File: src/rtl/adc_sample_sequencer_pkg.sv
`default_nettype none
// ============================================================================
// Module   : adc_seq_pkg
// Purpose  : Shared types and constants for the ADC sample sequencer.
// Revision : 1.0  initial release
// ============================================================================
package adc_seq_pkg;

    typedef enum logic [1:0] {
        SEQ_IDLE    = 2'd0,
        SEQ_ARMED   = 2'd1,
        SEQ_CONVERT = 2'd2
    } seq_state_t;

    localparam int DEFAULT_TIMEOUT_CYCLES = 255;

    // Accumulator must hold 2^max_log2 full-scale samples without wrapping.
    function automatic int acc_width(input int adc_w, input int max_log2);
        return adc_w + max_log2;
    endfunction

endpackage
`default_nettype wire

File: src/rtl/adc_sample_sequencer_if.sv
`default_nettype none
// ============================================================================
// Module   : adc_sample_sequencer_if
// Purpose  : Control, reader-handshake and sample-output bundle of the sequencer.
// Revision : 1.0  initial release
// ============================================================================
interface adc_sample_sequencer_if #(
    parameter int ADC_WIDTH    = 16,
    parameter int PERIOD_WIDTH = 16
);
    logic                    enable;
    logic [PERIOD_WIDTH-1:0] period;
    logic [2:0]              log2_avg;
    logic                    clear_err;
    logic                    conv_start;
    logic                    adc_valid;
    logic [ADC_WIDTH-1:0]    adc_data;
    logic [ADC_WIDTH-1:0]    sample_data;
    logic                    sample_valid;
    logic                    sample_ready;
    logic                    overrun_err;
    logic                    timeout_err;
    logic                    drop_err;
    logic                    busy;

    modport master (
        input  enable, period, log2_avg, clear_err, adc_valid, adc_data, sample_ready,
        output conv_start, sample_data, sample_valid, overrun_err, timeout_err, drop_err, busy
    );

    modport slave (
        output enable, period, log2_avg, clear_err, adc_valid, adc_data, sample_ready,
        input  conv_start, sample_data, sample_valid, overrun_err, timeout_err, drop_err, busy
    );
endinterface
`default_nettype wire

File: src/rtl/adc_sample_sequencer_period_tick_gen.sv
`default_nettype none
// ============================================================================
// Module   : period_tick_gen
// Purpose  : Modulo-P counter with synchronous clear; tick at count P-1.
// Revision : 1.0  initial release
// ============================================================================
module period_tick_gen #(
    parameter int WIDTH = 16
) (
    input  logic             clk,
    input  logic             sresetn,
    input  logic             i_clr,
    input  logic [WIDTH-1:0] i_period,
    output logic             o_tick
);
    logic [WIDTH-1:0] r_count;

    // >= keeps the counter bounded if the period is re-latched smaller mid-count.
    assign o_tick = !i_clr && (r_count >= (i_period - WIDTH'(1)));

    always_ff @(posedge clk) begin
        if (!sresetn || i_clr) begin
            r_count <= '0;
        end else if (o_tick) begin
            r_count <= '0;
        end else begin
            r_count <= r_count + WIDTH'(1);
        end
    end
endmodule
`default_nettype wire

File: src/rtl/adc_sample_sequencer.sv
`default_nettype none
// ============================================================================
// Module   : adc_sample_sequencer
// Purpose  : Periodic conversion scheduler with 2^N averaging and supervision.
// Revision : 1.0  initial release
// ============================================================================
module adc_sample_sequencer
    import adc_seq_pkg::*;
#(
    parameter int ADC_WIDTH      = 16,
    parameter int PERIOD_WIDTH   = 16,
    parameter int MAX_LOG2_AVG   = 4,
    parameter int TIMEOUT_CYCLES = DEFAULT_TIMEOUT_CYCLES
) (
    input  logic                   clk,
    input  logic                   sresetn,
    adc_sample_sequencer_if.master bus
);
    localparam int c_ACC_W = acc_width(ADC_WIDTH, MAX_LOG2_AVG);
    localparam int c_CNT_W = MAX_LOG2_AVG + 1;
    localparam int c_TMO_W = $clog2(TIMEOUT_CYCLES + 1);

    localparam logic [1:0] c_ST_IDLE    = SEQ_IDLE;
    localparam logic [1:0] c_ST_ARMED   = SEQ_ARMED;
    localparam logic [1:0] c_ST_CONVERT = SEQ_CONVERT;

    logic [1:0]              r_state;
    logic [PERIOD_WIDTH-1:0] r_period;
    logic [2:0]              r_log2;
    logic [c_ACC_W-1:0]      r_acc;
    logic [c_CNT_W-1:0]      r_cnt;
    logic [c_TMO_W-1:0]      r_tmo;
    logic                    r_conv_start;
    logic                    r_sample_valid;
    logic [ADC_WIDTH-1:0]    r_sample_data;
    logic                    r_overrun;
    logic                    r_timeout;
    logic                    r_drop;

    logic                    w_tick;
    logic                    w_tick_clr;
    logic [PERIOD_WIDTH-1:0] w_period_eff;
    logic [2:0]              w_log2_eff;
    logic [c_ACC_W-1:0]      w_acc_sum;
    logic [c_CNT_W-1:0]      w_cnt_inc;
    logic                    w_block_done;
    logic [ADC_WIDTH-1:0]    w_result_data;
    logic                    w_convert_active;
    logic                    w_result;
    logic                    w_tmo_hit;
    logic                    w_overrun_set;
    logic                    w_timeout_set;
    logic                    w_drop_set;

    assign w_period_eff = (bus.period < PERIOD_WIDTH'(2)) ? PERIOD_WIDTH'(2) : bus.period;
    assign w_log2_eff   = (int'(bus.log2_avg) > MAX_LOG2_AVG) ? 3'(MAX_LOG2_AVG) : bus.log2_avg;

    // Dropping enable takes priority over everything, so the tick is held off too.
    assign w_tick_clr = (r_state == c_ST_IDLE) || !bus.enable;

    period_tick_gen #(
        .WIDTH (PERIOD_WIDTH)
    ) u_tick_gen (
        .clk      (clk),
        .sresetn  (sresetn),
        .i_clr    (w_tick_clr),
        .i_period (r_period),
        .o_tick   (w_tick)
    );

    assign w_acc_sum        = r_acc + c_ACC_W'(bus.adc_data);
    assign w_cnt_inc        = r_cnt + c_CNT_W'(1);
    assign w_block_done     = (w_cnt_inc == (c_CNT_W'(1) << r_log2));
    assign w_result_data    = ADC_WIDTH'(w_acc_sum >> r_log2);
    assign w_convert_active = (r_state == c_ST_CONVERT) && bus.enable;
    assign w_result         = w_convert_active && bus.adc_valid && w_block_done;
    assign w_tmo_hit        = (r_tmo == c_TMO_W'(TIMEOUT_CYCLES));
    assign w_overrun_set    = w_convert_active && w_tick;
    assign w_timeout_set    = w_convert_active && !bus.adc_valid && w_tmo_hit;
    assign w_drop_set       = w_result && r_sample_valid && !bus.sample_ready;

    always_ff @(posedge clk) begin
        if (!sresetn) begin
            r_state      <= c_ST_IDLE;
            r_period     <= '0;
            r_log2       <= '0;
            r_acc        <= '0;
            r_cnt        <= '0;
            r_tmo        <= '0;
            r_conv_start <= 1'b0;
        end else begin
            r_conv_start <= 1'b0;
            case (r_state)
                c_ST_IDLE: begin
                    if (bus.enable) begin
                        r_period <= w_period_eff;
                        r_log2   <= w_log2_eff;
                        r_state  <= c_ST_ARMED;
                    end
                end
                c_ST_ARMED: begin
                    if (!bus.enable) begin
                        r_state <= c_ST_IDLE;
                        r_acc   <= '0;
                        r_cnt   <= '0;
                    end else if (w_tick) begin
                        r_conv_start <= 1'b1;
                        r_tmo        <= '0;
                        r_state      <= c_ST_CONVERT;
                    end
                end
                c_ST_CONVERT: begin
                    if (!bus.enable) begin
                        r_state <= c_ST_IDLE;
                        r_acc   <= '0;
                        r_cnt   <= '0;
                    end else if (bus.adc_valid) begin
                        r_state <= c_ST_ARMED;
                        if (w_block_done) begin
                            r_acc    <= '0;
                            r_cnt    <= '0;
                            r_period <= w_period_eff;
                            r_log2   <= w_log2_eff;
                        end else begin
                            r_acc <= w_acc_sum;
                            r_cnt <= w_cnt_inc;
                        end
                    end else if (w_tmo_hit) begin
                        r_state <= c_ST_ARMED;
                        r_acc   <= '0;
                        r_cnt   <= '0;
                    end else begin
                        r_tmo <= r_tmo + c_TMO_W'(1);
                    end
                end
                default: r_state <= c_ST_IDLE;
            endcase
        end
    end

    // A result coinciding with an accepting handshake replaces the held one.
    always_ff @(posedge clk) begin
        if (!sresetn) begin
            r_sample_valid <= 1'b0;
            r_sample_data  <= '0;
            r_overrun      <= 1'b0;
            r_timeout      <= 1'b0;
            r_drop         <= 1'b0;
        end else begin
            if (w_result && (!r_sample_valid || bus.sample_ready)) begin
                r_sample_data  <= w_result_data;
                r_sample_valid <= 1'b1;
            end else if (r_sample_valid && bus.sample_ready) begin
                r_sample_valid <= 1'b0;
            end
            r_overrun <= w_overrun_set | (r_overrun & ~bus.clear_err);
            r_timeout <= w_timeout_set | (r_timeout & ~bus.clear_err);
            r_drop    <= w_drop_set    | (r_drop    & ~bus.clear_err);
        end
    end

    assign bus.conv_start   = r_conv_start;
    assign bus.sample_valid = r_sample_valid;
    assign bus.sample_data  = r_sample_data;
    assign bus.overrun_err  = r_overrun;
    assign bus.timeout_err  = r_timeout;
    assign bus.drop_err     = r_drop;
    assign bus.busy         = (r_state != c_ST_IDLE);
endmodule
`default_nettype wire

File: src/flat_wrapper.sv
// flat-port wrapper written by rule: the top's interface ports become plain ports
module adc_sample_sequencer_flat import adc_seq_pkg::*;
#(
    parameter int ADC_WIDTH      = 16,
    parameter int PERIOD_WIDTH   = 16,
    parameter int MAX_LOG2_AVG   = 4,
    parameter int TIMEOUT_CYCLES = DEFAULT_TIMEOUT_CYCLES
)
  (clk, sresetn, bus_enable, bus_period, bus_log2_avg, bus_clear_err, bus_adc_valid, bus_adc_data, bus_sample_ready, bus_conv_start, bus_sample_data, bus_sample_valid, bus_overrun_err, bus_timeout_err, bus_drop_err, bus_busy);
  adc_sample_sequencer_if #(.ADC_WIDTH(ADC_WIDTH), .PERIOD_WIDTH(PERIOD_WIDTH)) bus_i ();
  input  logic clk;
  input  logic sresetn;
  input wire logic [$bits(bus_i.enable)-1:0] bus_enable;
  input wire logic [$bits(bus_i.period)-1:0] bus_period;
  input wire logic [$bits(bus_i.log2_avg)-1:0] bus_log2_avg;
  input wire logic [$bits(bus_i.clear_err)-1:0] bus_clear_err;
  input wire logic [$bits(bus_i.adc_valid)-1:0] bus_adc_valid;
  input wire logic [$bits(bus_i.adc_data)-1:0] bus_adc_data;
  input wire logic [$bits(bus_i.sample_ready)-1:0] bus_sample_ready;
  output wire logic [$bits(bus_i.conv_start)-1:0] bus_conv_start;
  output wire logic [$bits(bus_i.sample_data)-1:0] bus_sample_data;
  output wire logic [$bits(bus_i.sample_valid)-1:0] bus_sample_valid;
  output wire logic [$bits(bus_i.overrun_err)-1:0] bus_overrun_err;
  output wire logic [$bits(bus_i.timeout_err)-1:0] bus_timeout_err;
  output wire logic [$bits(bus_i.drop_err)-1:0] bus_drop_err;
  output wire logic [$bits(bus_i.busy)-1:0] bus_busy;
  assign bus_i.enable = bus_enable;
  assign bus_i.period = bus_period;
  assign bus_i.log2_avg = bus_log2_avg;
  assign bus_i.clear_err = bus_clear_err;
  assign bus_i.adc_valid = bus_adc_valid;
  assign bus_i.adc_data = bus_adc_data;
  assign bus_i.sample_ready = bus_sample_ready;
  assign bus_conv_start = bus_i.conv_start;
  assign bus_sample_data = bus_i.sample_data;
  assign bus_sample_valid = bus_i.sample_valid;
  assign bus_overrun_err = bus_i.overrun_err;
  assign bus_timeout_err = bus_i.timeout_err;
  assign bus_drop_err = bus_i.drop_err;
  assign bus_busy = bus_i.busy;
  adc_sample_sequencer #(.ADC_WIDTH(ADC_WIDTH), .PERIOD_WIDTH(PERIOD_WIDTH), .MAX_LOG2_AVG(MAX_LOG2_AVG), .TIMEOUT_CYCLES(TIMEOUT_CYCLES)) u_core (.clk(clk), .sresetn(sresetn), .bus(bus_i));
endmodule
File: config.mk
export PLATFORM = sky130hd
export DESIGN_NAME = adc_sample_sequencer_flat
export DESIGN_NICKNAME = d
export VERILOG_FILES = /design/src/rtl/adc_sample_sequencer_pkg.sv /design/src/rtl/adc_sample_sequencer_if.sv /design/src/rtl/adc_sample_sequencer_period_tick_gen.sv /design/src/rtl/adc_sample_sequencer.sv /design/src/flat_wrapper.sv
export SDC_FILE = /design/constraint.sdc
export NUM_CORES = 1
export LEC_CHECK = 0
export ABC_CLOCK_PERIOD_IN_PS = 8100
export CAP_MARGIN = 30
export CORE_MARGIN = 2
export CORE_UTILIZATION = 62
export CTS_CLUSTER_SIZE = 24
export DETAILED_ROUTE_END_ITERATION = 7
export PLACE_DENSITY = 0.88
export SLEW_MARGIN = 20
export SYNTH_ARGS = -nofsm -noshare
export SYNTH_HDL_FRONTEND = slang
export SYNTH_HIERARCHICAL = 1
export SYNTH_SLANG_ARGS = --single-unit
File: constraint.sdc
create_clock -name clk -period 8.1 [get_ports clk]
set_clock_uncertainty 0.1 [all_clocks]
set_input_delay 2.43 -clock clk [delete_from_list [all_inputs] [get_ports clk]]
set_output_delay 2.43 -clock clk [all_outputs]
set_load 0.05 [all_outputs]
==> impl_metrics.json <==
{
  "drt_iter0_drc": 495,
  "worstPathCellList": "clkdlybuf4s50_1 -> ha_1 -> a211oi_1 -> o21ai_1 -> a211o_1 -> o211ai_2 -> xor2_1 -> nor3_1 -> a211oi_1 -> o21ai_1",
  "yosysSeqAreaShare": 0.294,
  "antenna_found_initial": 0,
  "ys_warn_count": 6,
  "cts_tree": "done",
  "first_global_vias": 5763,
  "grt_start_max_net_pins": 56,
  "drive_above_1_share": 0.0852,
  "htreeDepth": 3,
  "crit_slowest_cell": "a211oi_1",
  "ant_nets": 0,
  "syn_area_um2": 6190,
  "start_util": 0.637,
  "worstMarginPinSlew_ns": 0.853,
  "fin_crit_sh": 0.671,
  "rsz0062_at_grt": "no",
  "antenna_cells": 0,
  "die-area_um2": 10800,
  "drv_cap": 0,
  "clk_pin_slew_ns": 0.09,
  "power_density_nw_per_um2": 134,
  "async_flop_share": 0,
  "ctsResizeCount": 0,
  "overflow": 0,
  "post_drt_wl_per_cell_um": 18.0,
  "clk-insertion-delay-late_ns": 0.37,
  "placementRows": 36,
  "synth_seq_cells": 91,
  "drc": 0,
  "first_pass_iters": 5,
  "fin_util": 0.733,
  "arrival_ns": 5.58,
  "critPathRequiredTime_ns": 8.24,
  "power_mw": 0.953,
  "outcome": "finished, final reports clean",
  "grt_use_total": 0.305,
  "whs_ns": 0.381,
  "portBuffers": 62,
  "hold_class": "register to register",
  "postRouteWirelength_um": 16600,
  "grt_pass1_wl_um": 27300,
  "max_slew_margin": 0.431,
  "start_kind": "primary input",
  "layout_min_cycle_time_ns": 5.43,
  "report.final.setup_viol": 0,
  "dp_hpwl_um": 11800,
  "vias_per_cell": 6.48,
  "die_w_um": 104,
  "routabilityCongestion": 0.952,
  "hold_violations": 0,
  "layout_setup_ws_ns": 2.67,
  "cts_root_buf": "clkbuf_8",
  "synthCells": 737,
  "clk_path_buf_depth": 2,
  "fin_nets": 860,
  "synth.distinct_cells": 79,
  "vdd_drop_max_mv": 0.102,
  "coreArea_um2": 9730,
  "power.leakage_nw": 2.83,
  "synthToLayoutAreaGrowth_pct": 15.1,
  "die_h_um": 104,
  "n_fill_cell": 712,
  "dp_slack_ns": 2.44,
  "fmax_mhz": 184,
  "setup_tns_ns": 0,
  "post_cts_buffers": 0,
  "numCtsBuffers": 9,
  "ys.flop_type": "dfxtp_1",
  "critPathMaxFanout": 5,
  "crit_path_end_kind": "register",
  "slew_violations": 0,
  "max_stage_delay_ns": 0.48,
  "vias": 5956,
  "cts-hold-fix-buffers": 0,
  "critical_path_class": "primary input to register",
  "synth_edf_count": 0,
  "syn_avg_cell_area_um2": 8.41,
  "syn_nets": 815,
  "ios": 63,
  "numClockSinks": 91
}
-- area by class of cell --
type,count,area (um^2),area share
tap,133,166,0.0233
multi-input combinational,589,4170,0.584
clock inverter,5,62.6,0.00877
sequential,91,1820,0.255
clock buffer,10,138,0.0193
timing repair buffer,70,697,0.0977
inverter,21,78.8,0.0111
-- worst max-delay path: cells and delay by family --
| family | cells | cell delay [ns] |
|---|---|---|
| AOI/OAI and AO/OA | 6 | 1.97 |
| buffers and inverters | 1 | 0.43 |
| adders and majority gates | 1 | 0.32 |
| xor gates and xnor gates | 1 | 0.34 |
| and+or+nand+nor | 1 | 0.08 |
-- worst paths after layout --
path | depth (start not counted) | slack (ns) | endpoint | from
min reg2reg | 2 | 0.38 | u_core/r_acc[13] | u_core/r_acc[13]
max reg2reg | 14 | 3.96 | u_core/r_tmo[5] | u_core/r_period[7]
max | 10 | 2.67 | u_core/bus.sample_data[11] | bus_adc_data[1]
min | 2 | 0.38 | u_core/r_acc[13] | u_core/r_acc[13]
-- logic make-up after synthesis --
family,count (synthesis),share of synthesized area
DFF,91,0.294
AOI/OAI and AO/OA,179,0.203
xor gates and xnor gates,50,0.0731
muxes,41,0.0852
adders and majority gates,37,0.0759
buffers and inverters,57,0.0368
and+or+nand+nor,282,0.232
-- synth_stat cells (10+ instances only) --
cell type	number	area, um^2
nand3_1	19	95.1
a31oi_1	10	62.6
xnor2_1	30	263
or3_1	10	62.6
buf_2	11	55.1
nor3_1	14	70.1
a21oi_1	50	250
inv_1	18	67.6
nand2_1	51	191
mux2i_1	28	280
xor2_1	18	158
ha_1	36	450
clkbuf_1	22	82.6
nand4_1	12	75.1
dfxtp_1	91	1820
nor4_1	25	156
o21ai_0	31	155
a22oi_1	14	105
nor2_1	96	360
-- cells in the final DEF (no fill, tap or decap), drive strengths merged, types with 4 or more instances in the layout --
| cell type | n |
|---|---|
| o211ai | 7 |
| a31oi | 10 |
| o21ai | 36 |
| a22oi | 14 |
| mux2 | 4 |
| a211oi | 9 |
| a21o | 9 |
| nand3b | 4 |
| inv | 22 |
| or3 | 10 |
| nand2 | 52 |
| o211a | 4 |
| or2 | 4 |
| buf | 7 |
| nor4 | 26 |
| nor2 | 97 |
| xnor2 | 32 |
| ha | 36 |
| nor3b | 4 |
| nor3 | 14 |
| xor2 | 18 |
| nor2b | 8 |
| dfxtp | 91 |
| nand4 | 13 |
| mux2i | 28 |
| and2 | 5 |
| mux4 | 9 |
| o21a | 5 |
| nand2b | 8 |
| a2111oi | 5 |
| clkdlybuf4s50 | 62 |
| and3 | 7 |
| clkbuf | 11 |
| nand3 | 19 |
| a21oi | 51 |
-- routing by layer --
metal	wire [um]	global-route usage
met1	6770	0.383
met2	7960	0.512
met3	1270	0.0445
met4	561	0.149
met5	0	0
-- per-stage QoR --
stage          std cells  cell area (um^2)
3_3_place_gp         900              6880
3_5_place_dp         902              6910
4_1_cts              917              7110
5_1_grt              919              7130
2_1_floorplan        737              6190
6_report             919              7130
-- power by group --
| group | total (mW) | internal [mW] | switching (mW) |
|---|---|---|---|
| Clock | 0.327 | 0.152 | 0.175 |
| Combinational | 0.163 | 0.0722 | 0.0909 |
| Sequential | 0.463 | 0.453 | 0.00972 |
-- registers in the layout, summed over array words and instances (netlist names) --
signal and cells:
u_core/bus.conv_start 1, u_core/bus.drop_err 1, u_core/bus.overrun_err 1, u_core/bus.sample_data 16, u_core/bus.sample_valid 1, u_core/bus.timeout_err 1
u_core/r_acc 20, u_core/r_cnt 5, u_core/r_log2 3, u_core/r_period 16, u_core/r_state 2, u_core/r_tmo 8
u_core/u_tick_gen/r_count 16
No activity file was read; power rests on OpenSTA's default activity.
==> RTL edit: new RTL, same settings <==
`PERIOD_WIDTH` is set to 16 in 3 places; all go to 24.
--- a/src/rtl/adc_sample_sequencer_if.sv
+++ b/src/rtl/adc_sample_sequencer_if.sv
@@ -6,7 +6,7 @@
 // ============================================================================
 interface adc_sample_sequencer_if #(
     parameter int ADC_WIDTH    = 16,
-    parameter int PERIOD_WIDTH = 16
+    parameter int PERIOD_WIDTH = 24
 );
     logic                    enable;
     logic [PERIOD_WIDTH-1:0] period;
--- a/src/rtl/adc_sample_sequencer.sv
+++ b/src/rtl/adc_sample_sequencer.sv
@@ -8,7 +8,7 @@
     import adc_seq_pkg::*;
 #(
     parameter int ADC_WIDTH      = 16,
-    parameter int PERIOD_WIDTH   = 16,
+    parameter int PERIOD_WIDTH   = 24,
     parameter int MAX_LOG2_AVG   = 4,
     parameter int TIMEOUT_CYCLES = DEFAULT_TIMEOUT_CYCLES
 ) (
--- a/src/flat_wrapper.sv
+++ b/src/flat_wrapper.sv
@@ -2,7 +2,7 @@
 module adc_sample_sequencer_flat import adc_seq_pkg::*;
 #(
     parameter int ADC_WIDTH      = 16,
-    parameter int PERIOD_WIDTH   = 16,
+    parameter int PERIOD_WIDTH   = 24,
     parameter int MAX_LOG2_AVG   = 4,
     parameter int TIMEOUT_CYCLES = DEFAULT_TIMEOUT_CYCLES
 )
Interface: changed (resized bus_period); port bits go from 63 to 71. No check against the original RTL was run, so the function may have changed too.
==> RTL edit against the original RTL <==
  * Worst setup slack got worse by 20 ps
  * Final area increased by 10%
  * Sequential cell count increased by 16
  * Area after synthesis increased by 11%
  * Non-clock buffer count increased by 6
  * Routed wire length increased by 4.3%
  * Power increased by 9.8%
  * Largest cell class unchanged
  * Highest routed layer unchanged
==> RTL edit: results <==
{
  "slowest_delay_ps": 560,
  "synth_adder_area_share_pct": 8.31,
  "status": "complete, no violations",
  "grt_antenna_before_repair": 0,
  "ir_worst_vdd_mv": 0.0974,
  "synth_nets": 903,
  "crit_path_max_fanout": 25,
  "first_pass_iters": 5,
  "maxUsedRoutingLayer": "met4",
  "power_density_mw_per_mm2": 133,
  "place_ws_ps": 2470,
  "ys_top_cells_by_area": "dfxtp_1 31%, ha_1 8.0%, nor2_1 5.5%, xnor2_1 5.5%, mux2i_1 4.8%",
  "place_area_mm2": 0.00769,
  "setup_viol": 0,
  "gp_congestion": 0.999,
  "comb_power_uw": 188,
  "asyncSetResetFlopFracSynth_pct": 0,
  "synthXorXnorAreaFrac_pct": 8.29,
  "switching_share_pct": 29.2,
  "wl_um": 17300,
  "synth_top_flop_cell": "dfxtp_1",
  "cp.arrival_ps": 5630,
  "cts_resized": 0,
  "post-cts-setup-buffers": 0,
  "cts.path.max_buffers": 2,
  "io_buffer_count": 70,
  "wl_met3_um": 1240,
  "ys_top_cells_by_count": "107 x dfxtp_1, 101 x nor2_1, 45 x nand2_1",
  "met2_length_um": 7880,
  "top_regs": "u_core/r_period x24, u_core/u_tick_gen/r_count x24, u_core/r_acc x20",
  "tightest_slew_ps": 851,
  "vias_per_cell": 6.42,
  "clock_net_power_uw": 310,
  "drt-wirelength-per-cell_um": 17.2,
  "synthMuxAreaShare_pct": 8.75,
  "drt-met1-wl_um": 7800,
  "cts.clk_slew.worst_paths_ps": 100,
  "finalNetCount": 952,
  "cp_slowest_cell": "or4_4",
  "synth_seq_area_share_pct": 31.2,
  "grt_pass1_wl_um": 28100,
  "place_inst": 987,
  "hold_class": "flip-flop to flip-flop",
  "drtIter0Drc": 533,
  "leakage_uw": 0.00305,
  "cts_max_level": 3,
  "grt_use_total_pct": 29.8,
  "insertion_delay_ps": 390,
  "grt_pass1_vias": 5926,
  "place_hpwl_um": 12900,
  "synth-compound-area-share_pct": 17.1,
  "yosysWarnings": 6,
  "drive_above_1_share_pct": 6.96,
  "grt_start_max_net_pins": 39,
  "syn_inst": 809,
  "cts_made_buffers": 9,
  "synth_cell_types": 70
}
-- RTL edit: cell families after synthesis --
group,Yosys count
compound gates,172
xor+xnor,65
fa+ha+maj,45
buf+inv,64
flops,107
mux,47
simple gates,309
-- RTL edit: worst max-delay path: cells and delay by family, from the launching register on --
| family | cells | cell delay, ps |
|---|---|---|
| AO/OA/AOI/OAI | 2 | 470 |
| XOR/XNOR | 2 | 240 |
| adder cells (fa/ha/maj) | 1 | 320 |
| buffers and inverters | 1 | 310 |
| flip-flops | 1 | 360 |
| AND/OR/NAND/NOR | 13 | 3510 |
-- RTL edit: final cells by class --
| type | count | area, um^2 |
|---|---|---|
| multi-input cells | 638 | 4500 |
| fillers | 823 | 2970 |
| flip-flops and latches | 107 | 2140 |
| repair buffers | 76 | 778 |
| well taps | 140 | 175 |
| clock buffers | 10 | 138 |
| inverters | 26 | 97.6 |
| clock inverters | 5 | 37.5 |
-- RTL edit: path summary, 6_finish.rpt --
kind / startpoint / endpoint / slack, ps / depth (start not counted)
max: u_core/r_period[13]$_SDFFE_PN0P_ / u_core/r_tmo[7]$_SDFFE_PN0P_ / 2650 / 19
min: u_core/r_cnt[3]$_SDFFE_PN0P_ / u_core/r_cnt[3]$_SDFFE_PN0P_ / 400 / 2
max reg2reg: u_core/r_period[13]$_SDFFE_PN0P_ / u_core/r_tmo[7]$_SDFFE_PN0P_ / 2650 / 19
min reg2reg: u_core/r_cnt[3]$_SDFFE_PN0P_ / u_core/r_cnt[3]$_SDFFE_PN0P_ / 400 / 2
-- RTL edit: metal layers --
layer / GRT usage, % / vias to the layer above
met5: 0 / -
met4: 11.2 / 0
met3: 4.42 / 26
met2: 47.4 / 262
met1: 41.0 / 3070
li1: - / 3079
